`config.mk`:
```
export PLATFORM = sky130hd
export DESIGN_NAME = acumulador_sat_flat
export DESIGN_NICKNAME = d
export VERILOG_FILES = /design/src/rtl/acumulador_sat_if.sv /design/src/rtl/acumulador_sat.sv /design/src/flat_wrapper.sv
export SDC_FILE = /design/constraint.sdc
export NUM_CORES = 1
export LEC_CHECK = 0
export BUFFER_PORTS_ARGS = -buffer_cell sky130_fd_sc_hd__buf_2
export CAP_MARGIN = 25
export CORE_AREA = 5 5 107 109
export CTS_CLUSTER_SIZE = 25
export DETAILED_ROUTE_END_ITERATION = 6
export DIE_AREA = 0 0 112 114
export HOLD_SLACK_MARGIN = 0.1
export PLACE_DENSITY_LB_ADDON = 0.15
export SLEW_MARGIN = 10
export SYNTH_ARGS = -nofsm -noshare
export SYNTH_HDL_FRONTEND = slang
export SYNTH_SLANG_ARGS = --single-unit
```
`constraint.sdc`:
```
create_clock -name clk -period 4.57 [get_ports clk]
set_input_delay 0.914 -clock clk [delete_from_list [all_inputs] [get_ports clk]]
set_output_delay 0.914 -clock clk [all_outputs]
set_load 0.02 [all_outputs]
```
`src/rtl/acumulador_sat_if.sv`:
```
// Request/result bundle for the saturating multi-channel accumulator.
// The master side issues requests and consumes results; the slave side is
// the accumulator itself.
interface acumulador_sat_if #(
  parameter int ANCHO   = 16,
  parameter int CANALES = 4
);

  localparam int CW = $clog2(CANALES);

  // Request channel
  logic                 in_valid;
  logic                 in_ready;
  logic [CW-1:0]        canal;
  logic [1:0]           modo;
  logic [ANCHO-1:0]     operando;

  // Result channel
  logic                 out_valid;
  logic                 out_ready;
  logic [CW-1:0]        out_canal;
  logic [ANCHO-1:0]     resultado;
  logic                 sat_pos;
  logic                 sat_neg;

  // Per-channel sticky saturation status
  logic [CANALES-1:0]   ovf_sticky;
  logic [CANALES-1:0]   clr_ovf;

  modport master (
    output in_valid, canal, modo, operando, out_ready, clr_ovf,
    input  in_ready, out_valid, out_canal, resultado, sat_pos, sat_neg,
           ovf_sticky
  );

  modport slave (
    input  in_valid, canal, modo, operando, out_ready, clr_ovf,
    output in_ready, out_valid, out_canal, resultado, sat_pos, sat_neg,
           ovf_sticky
  );

endinterface

```
`src/rtl/acumulador_sat.sv`:
```
// Multi-channel signed accumulator with saturation.
// Two pipeline stages: S1 captures an accepted request, S2 performs the
// add/sub/load/clear against the channel accumulator, writes the new value
// back and presents it on the result channel in the same edge. Because the
// accumulator is read from its register when the request sits in S1, two
// back-to-back requests to the same channel always see each other's result.
// A result that is not taken by the consumer freezes S2, S1 and all
// accumulators until it is.
module acumulador_sat #(
  parameter int ANCHO   = 16,
  parameter int CANALES = 4
) (
  input  logic               clk,
  input  logic               reset,
  acumulador_sat_if.slave    bus
);

  localparam int CW = $clog2(CANALES);

  // Most positive and most negative representable values.
  localparam logic signed [ANCHO-1:0] MAX_VAL = {1'b0, {(ANCHO-1){1'b1}}};
  localparam logic signed [ANCHO-1:0] MIN_VAL = {1'b1, {(ANCHO-1){1'b0}}};

  typedef enum logic [1:0] {
    MODO_ADD   = 2'b00,
    MODO_SUB   = 2'b01,
    MODO_LOAD  = 2'b10,
    MODO_CLEAR = 2'b11
  } modo_e;

  // Stage 1 request register
  logic                     r_s1Valid;
  logic [CW-1:0]            r_s1Canal;
  modo_e                    r_s1Modo;
  logic signed [ANCHO-1:0]  r_s1Op;

  // Stage 2 output registers
  logic                     r_outValid;
  logic [CW-1:0]            r_outCanal;
  logic signed [ANCHO-1:0]  r_resultado;
  logic                     r_satPos;
  logic                     r_satNeg;

  // Channel state
  logic signed [ANCHO-1:0]  r_acc [CANALES];
  logic [CANALES-1:0]       r_ovf;

  // Handshake / control
  logic                     w_stall;
  logic                     w_inReady;
  logic                     w_accept;
  logic                     w_s2Load;

  // Datapath
  logic signed [ANCHO-1:0]  w_accOld;
  logic signed [ANCHO:0]    w_accExt;
  logic signed [ANCHO:0]    w_opExt;
  logic signed [ANCHO:0]    w_full;
  logic signed [ANCHO-1:0]  w_newVal;
  logic                     w_newSatPos;
  logic                     w_newSatNeg;
  logic [CANALES-1:0]       w_setMask;

  // Flow control: a pending result that the consumer refuses freezes the
  // pipeline; S1 can still fill while the pipeline is frozen if it was empty.
  always_comb begin
    w_stall   = r_outValid & ~bus.out_ready;
    w_inReady = reset & (~r_s1Valid | ~r_outValid | bus.out_ready);
    w_accept  = bus.in_valid & w_inReady;
    w_s2Load  = r_s1Valid & ~w_stall;
  end

  // Operands widened by one bit so add/sub (including negating MIN) never wrap.
  always_comb begin
    w_accOld = r_acc[r_s1Canal];
    w_accExt = {w_accOld[ANCHO-1], w_accOld};
    w_opExt  = {r_s1Op[ANCHO-1], r_s1Op};
  end

  // Compute the new accumulator value and clamp it; the two top bits of the
  // widened sum disagree exactly when the true result leaves the signed range.
  always_comb begin
    w_full      = '0;
    w_newVal    = '0;
    w_newSatPos = 1'b0;
    w_newSatNeg = 1'b0;
    case (r_s1Modo)
      MODO_ADD, MODO_SUB: begin
        if (r_s1Modo == MODO_ADD) begin
          w_full = w_accExt + w_opExt;
        end else begin
          w_full = w_accExt - w_opExt;
        end
        w_newSatPos = (w_full[ANCHO:ANCHO-1] == 2'b01);
        w_newSatNeg = (w_full[ANCHO:ANCHO-1] == 2'b10);
        if (w_newSatPos) begin
          w_newVal = MAX_VAL;
        end else if (w_newSatNeg) begin
          w_newVal = MIN_VAL;
        end else begin
          w_newVal = w_full[ANCHO-1:0];
        end
      end
      MODO_LOAD: begin
        w_newVal = r_s1Op;
      end
      default: begin
        w_newVal = '0;
      end
    endcase
  end

  // One-hot mark of the channel whose written result was clamped this edge.
  always_comb begin
    w_setMask = '0;
    if (w_s2Load && (w_newSatPos || w_newSatNeg)) begin
      w_setMask[r_s1Canal] = 1'b1;
    end
  end

  // S1: capture an accepted request, or drain once it has moved into S2.
  always_ff @(posedge clk) begin
    if (!reset) begin
      r_s1Valid <= 1'b0;
      r_s1Canal <= '0;
      r_s1Modo  <= MODO_ADD;
      r_s1Op    <= '0;
    end else if (w_accept) begin
      r_s1Valid <= 1'b1;
      r_s1Canal <= bus.canal;
      r_s1Modo  <= modo_e'(bus.modo);
      r_s1Op    <= bus.operando;
    end else if (w_s2Load) begin
      r_s1Valid <= 1'b0;
    end
  end

  // S2: load the output registers from S1 unless the consumer is stalling.
  always_ff @(posedge clk) begin
    if (!reset) begin
      r_outValid  <= 1'b0;
      r_outCanal  <= '0;
      r_resultado <= '0;
      r_satPos    <= 1'b0;
      r_satNeg    <= 1'b0;
    end else if (!w_stall) begin
      r_outValid <= r_s1Valid;
      if (r_s1Valid) begin
        r_outCanal  <= r_s1Canal;
        r_resultado <= w_newVal;
        r_satPos    <= w_newSatPos;
        r_satNeg    <= w_newSatNeg;
      end
    end
  end

  // Accumulator bank: written with exactly the value presented on the output.
  always_ff @(posedge clk) begin
    if (!reset) begin
      for (int i = 0; i < CANALES; i++) begin
        r_acc[i] <= '0;
      end
    end else if (w_s2Load) begin
      r_acc[r_s1Canal] <= w_newVal;
    end
  end

  // Sticky saturation flags: a new saturation beats a same-edge clear.
  always_ff @(posedge clk) begin
    if (!reset) begin
      r_ovf <= '0;
    end else begin
      r_ovf <= (r_ovf & ~bus.clr_ovf) | w_setMask;
    end
  end

  assign bus.in_ready   = w_inReady;
  assign bus.out_valid  = r_outValid;
  assign bus.out_canal  = r_outCanal;
  assign bus.resultado  = r_resultado;
  assign bus.sat_pos    = r_satPos;
  assign bus.sat_neg    = r_satNeg;
  assign bus.ovf_sticky = r_ovf;

endmodule

```
`src/flat_wrapper.sv`:
```
// flat-port wrapper written by rule: the top's interface ports become plain ports
module acumulador_sat_flat 
#(
  parameter int ANCHO   = 16,
  parameter int CANALES = 4
)
  (clk, reset, bus_in_valid, bus_canal, bus_modo, bus_operando, bus_out_ready, bus_clr_ovf, bus_in_ready, bus_out_valid, bus_out_canal, bus_resultado, bus_sat_pos, bus_sat_neg, bus_ovf_sticky);
  acumulador_sat_if #(.ANCHO(ANCHO), .CANALES(CANALES)) bus_i ();
  input  logic clk;
  input  logic reset;
  input wire logic [$bits(bus_i.in_valid)-1:0] bus_in_valid;
  input wire logic [$bits(bus_i.canal)-1:0] bus_canal;
  input wire logic [$bits(bus_i.modo)-1:0] bus_modo;
  input wire logic [$bits(bus_i.operando)-1:0] bus_operando;
  input wire logic [$bits(bus_i.out_ready)-1:0] bus_out_ready;
  input wire logic [$bits(bus_i.clr_ovf)-1:0] bus_clr_ovf;
  output wire logic [$bits(bus_i.in_ready)-1:0] bus_in_ready;
  output wire logic [$bits(bus_i.out_valid)-1:0] bus_out_valid;
  output wire logic [$bits(bus_i.out_canal)-1:0] bus_out_canal;
  output wire logic [$bits(bus_i.resultado)-1:0] bus_resultado;
  output wire logic [$bits(bus_i.sat_pos)-1:0] bus_sat_pos;
  output wire logic [$bits(bus_i.sat_neg)-1:0] bus_sat_neg;
  output wire logic [$bits(bus_i.ovf_sticky)-1:0] bus_ovf_sticky;
  assign bus_i.in_valid = bus_in_valid;
  assign bus_i.canal = bus_canal;
  assign bus_i.modo = bus_modo;
  assign bus_i.operando = bus_operando;
  assign bus_i.out_ready = bus_out_ready;
  assign bus_i.clr_ovf = bus_clr_ovf;
  assign bus_in_ready = bus_i.in_ready;
  assign bus_out_valid = bus_i.out_valid;
  assign bus_out_canal = bus_i.out_canal;
  assign bus_resultado = bus_i.resultado;
  assign bus_sat_pos = bus_i.sat_pos;
  assign bus_sat_neg = bus_i.sat_neg;
  assign bus_ovf_sticky = bus_i.ovf_sticky;
  acumulador_sat #(.ANCHO(ANCHO), .CANALES(CANALES)) u_core (.clk(clk), .reset(reset), .bus(bus_i));
endmodule
```
==> results by group <==
Run status
  • Outcome: complete, no violations

Global routing
  • Global route overflow: 0
  • Pin count of the biggest net entering global routing: 34
  • All-layer global routing usage: 0.230
  • Initial antenna violation count: 0
  • Vias in the first global route: approximately 4500
  • Global-route wire length before repair: about 23000 µm

Clocking
  • Clock tree root buffer cell: clkbuf_8
  • TritonCTS clock tree: done
  • Hold-fix buffers at CTS: 0
  • Clock Tree Buf Depth: 2
  • Clock transition at path regs: approximately 100 ps
  • H-tree lvl count: 3
  • Post-CTS setup buffer count: 0
  • Clk_lat worst skew: around 370 ps
  • Clk sink count: ~110
  • Post-CTS Resized: 0
  • CTS Buf Count: 9

Timing
  • Actual transition at the worst max-transition pin: slightly above 1000 ps
  • Maximum clock rate: between 200 and 250 MHz
  • Setup Viol. Count Final: 0
  • Setup Skew: 7.60 ps
  • Hold Fails Final Rpt: 0
  • Setup TNS: 0 ps
  • Tcrit/Tclk final: 0.935
  • Slew headroom: 0.330
  • Final slew viol count: 0
  • RSZ-0062 raised after global routing: no
  • Tmin final: approximately 4300 ps
  • Setup ws final: approximately 300 ps
  • Fin Hold WS: 460 ps

Logic synthesis
  • Post-synthesis instance area: ~0.006 mm²
  • Share of the synthesized area in the top cell type: 0.320
  • Post-synthesis sequential area ratio: 0.479
  • Ranking of synthesized cells by area: edfxtp_1, dfxtp_1, mux4_2, nor2_1, nand2_1
  • Leading area contributor after synthesis: edfxtp_1
  • Unique masters post-synth: 60
  • Cell count after synthesis: between 500 and 600
  • Synth warn: 0
  • Post-synth EDFFs: 64
  • Synthesized flop and latch total: roughly 110
  • FFs w/ async S/R, synth: 0
  • Syn Area/Cell: roughly 10 µm²
  • Post-synth top flop: edfxtp_1
  • Net count after synthesis: 627

Die
  • CORE AREA: around 0.011 mm²
  • Die Span Y: about 110 µm
  • # rows: 38
  • Boundary pin count: 54
  • Die area: 0.0128 mm²
  • Width of the die: roughly 110 µm
  • Initial Utilization: 0.572

Routing
  • Post-route ant nets: 0
  • Vias: 4599
  • DR WL/cell: 18.9 µm
  • Drt pass-1 iters: 5
  • Initial DRC count: about 370
  • Vias per cell: roughly 6
  • DRC: 0
  • Total wire length: roughly 14000 µm

Placement
  • DP Worst Slack: between 100 and 150 ps
  • Port Buf Inserts: between 50 and 60
  • Post-DP Area: between 0.006 and 0.007 mm²
  • Placed cell count: about 750
  • Post-DP HPWL: approximately 11000 µm
  • Placer Congestion: between 0.9 and 1

Power and ir drop
  • VDD IR max: 0.313 mV
  • Overall power: between 2 and 3 mW
  • P_leak: around 2.6 nW
  • Pwr dens: roughly 440 mW/mm²

Cells and area
  • Commonest non-fill, non-tap cell in the layout: nor2_1
  • Final instance area: 0.00660 mm²
  • Area delta synth->final: 9.74%
  • Final Core Density: 0.628
  • Share of layout cells above drive strength 1: 0.236
  • Final net count: 664
  • Layout Cells excl Fill: approximately 760
  • N_diodes: 0
  • Commonest cells after routing, fill and taps aside: nor2_1, nand2_1, edfxtp_1

Hold path
  • Worst min-delay path category: reg -> reg

Worst setup path
  • Crit Path Category: reg -> reg
  • Critical-path cell list: nor4_2, nand2b_1, nor4_1, buf_4, a21oi_1, xor2_1, ha_1, and3_1, a21boi_0, o21ai_0, a21oi_2, a311o_4, o311ai_1, a32oi_1, nor2_1
  • CP Launch Type: register
  • CP Data Required Time: approximately 4700 ps
  • Worst Path Buf+Inv: 1
  • CP max stage delay: ~470 ps
  • Crit-path max FO: 17
  • Delay-heaviest family, CP: compound AO/OA/AOI/OAI gates
  • Crit path max-delay cell type: a311o_4
  • Crit path DAT: roughly 4400 ps
  • Crit end category: register

Flow run
  • Max_cap viols: 0
## per-layer routing
layer  vias up  track usage  routed length [µm]
li1       2189            -                   -
met1      2239        0.328                6380
met2       150        0.373                6990
met3        21       0.0334                 886
met4         0       0.0633                 198
met5         -            0                   0
## synthesized netlist by cell type, types with 8 or more instances
| cell type | n |
|---|---|
| a22oi_2 | 9 |
| nor2_1 | 66 |
| clkbuf_1 | 27 |
| xor2_1 | 13 |
| o21ai_0 | 29 |
| nand2_1 | 65 |
| edfxtp_1 | 64 |
| ha_1 | 17 |
| inv_1 | 13 |
| nand2b_1 | 8 |
| mux4_2 | 16 |
| nand3_1 | 24 |
| a21oi_1 | 46 |
| a21o_1 | 8 |
| o211ai_2 | 9 |
| xnor2_1 | 13 |
| dfxtp_1 | 48 |
| a21oi_2 | 9 |
## final timing paths
check,startpoint,to,slack (ps),cells past startpoint
min reg2reg,u_core.bus.resultado[15],u_core.bus.resultado[15],460,2
max,u_core.r_s1Op[2],u_core.r_acc[0][12],300,15
min,u_core.bus.resultado[15],u_core.bus.resultado[15],460,2
max reg2reg,u_core.r_s1Op[2],u_core.r_acc[0][12],300,15
## cells by family (layout without fill, tap and decap cells)
family	count (synthesis)	in the layout	synth area share
compound gates	158	158	0.192
xor+xnor	26	26	0.0379
fa+ha+maj	18	18	0.0387
buf+inv	54	96	0.0410
flops	112	112	0.479
mux	17	17	0.0616
simple gates	196	196	0.149
## state kept, by name, indices dropped and copies added, names as in the netlist, named ones only
register,cells
u_core.bus.out_valid,1
u_core.r_s1Op,16
u_core.r_s1Valid,1
u_core.bus.sat_pos,1
u_core.bus.out_canal,2
u_core.r_s1Canal,2
u_core.bus.sat_neg,1
u_core.bus.ovf_sticky,4
u_core.r_acc,64
u_core.r_s1Modo,2
u_core.bus.resultado,16
## where the power goes
group / internal (mW) / leakage [nW] / switching (mW)
logic: 0.428 / 1.48 / 0.725
clock network: 0.233 / 0.0919 / 0.324
registers: 1.15 / 1.06 / 0.0498
## tightest hold or removal path, delay by kind of cell, from the launching register on
family | cells | cell delay, ps
flops | 1 | 320
simple gates | 2 | 110
## final cells by class
class | instances | area, µm²
Inverter | 13 | 48.8
Multi-Input combinational cell | 415 | 2930
Clock buffer | 12 | 156
Timing Repair Buffer | 67 | 383
Tap cell | 140 | 175
Fill cell | 862 | 3910
Clock inverter | 4 | 26.3
Sequential cell | 112 | 2880
No activity file was read; power rests on OpenSTA's default activity.
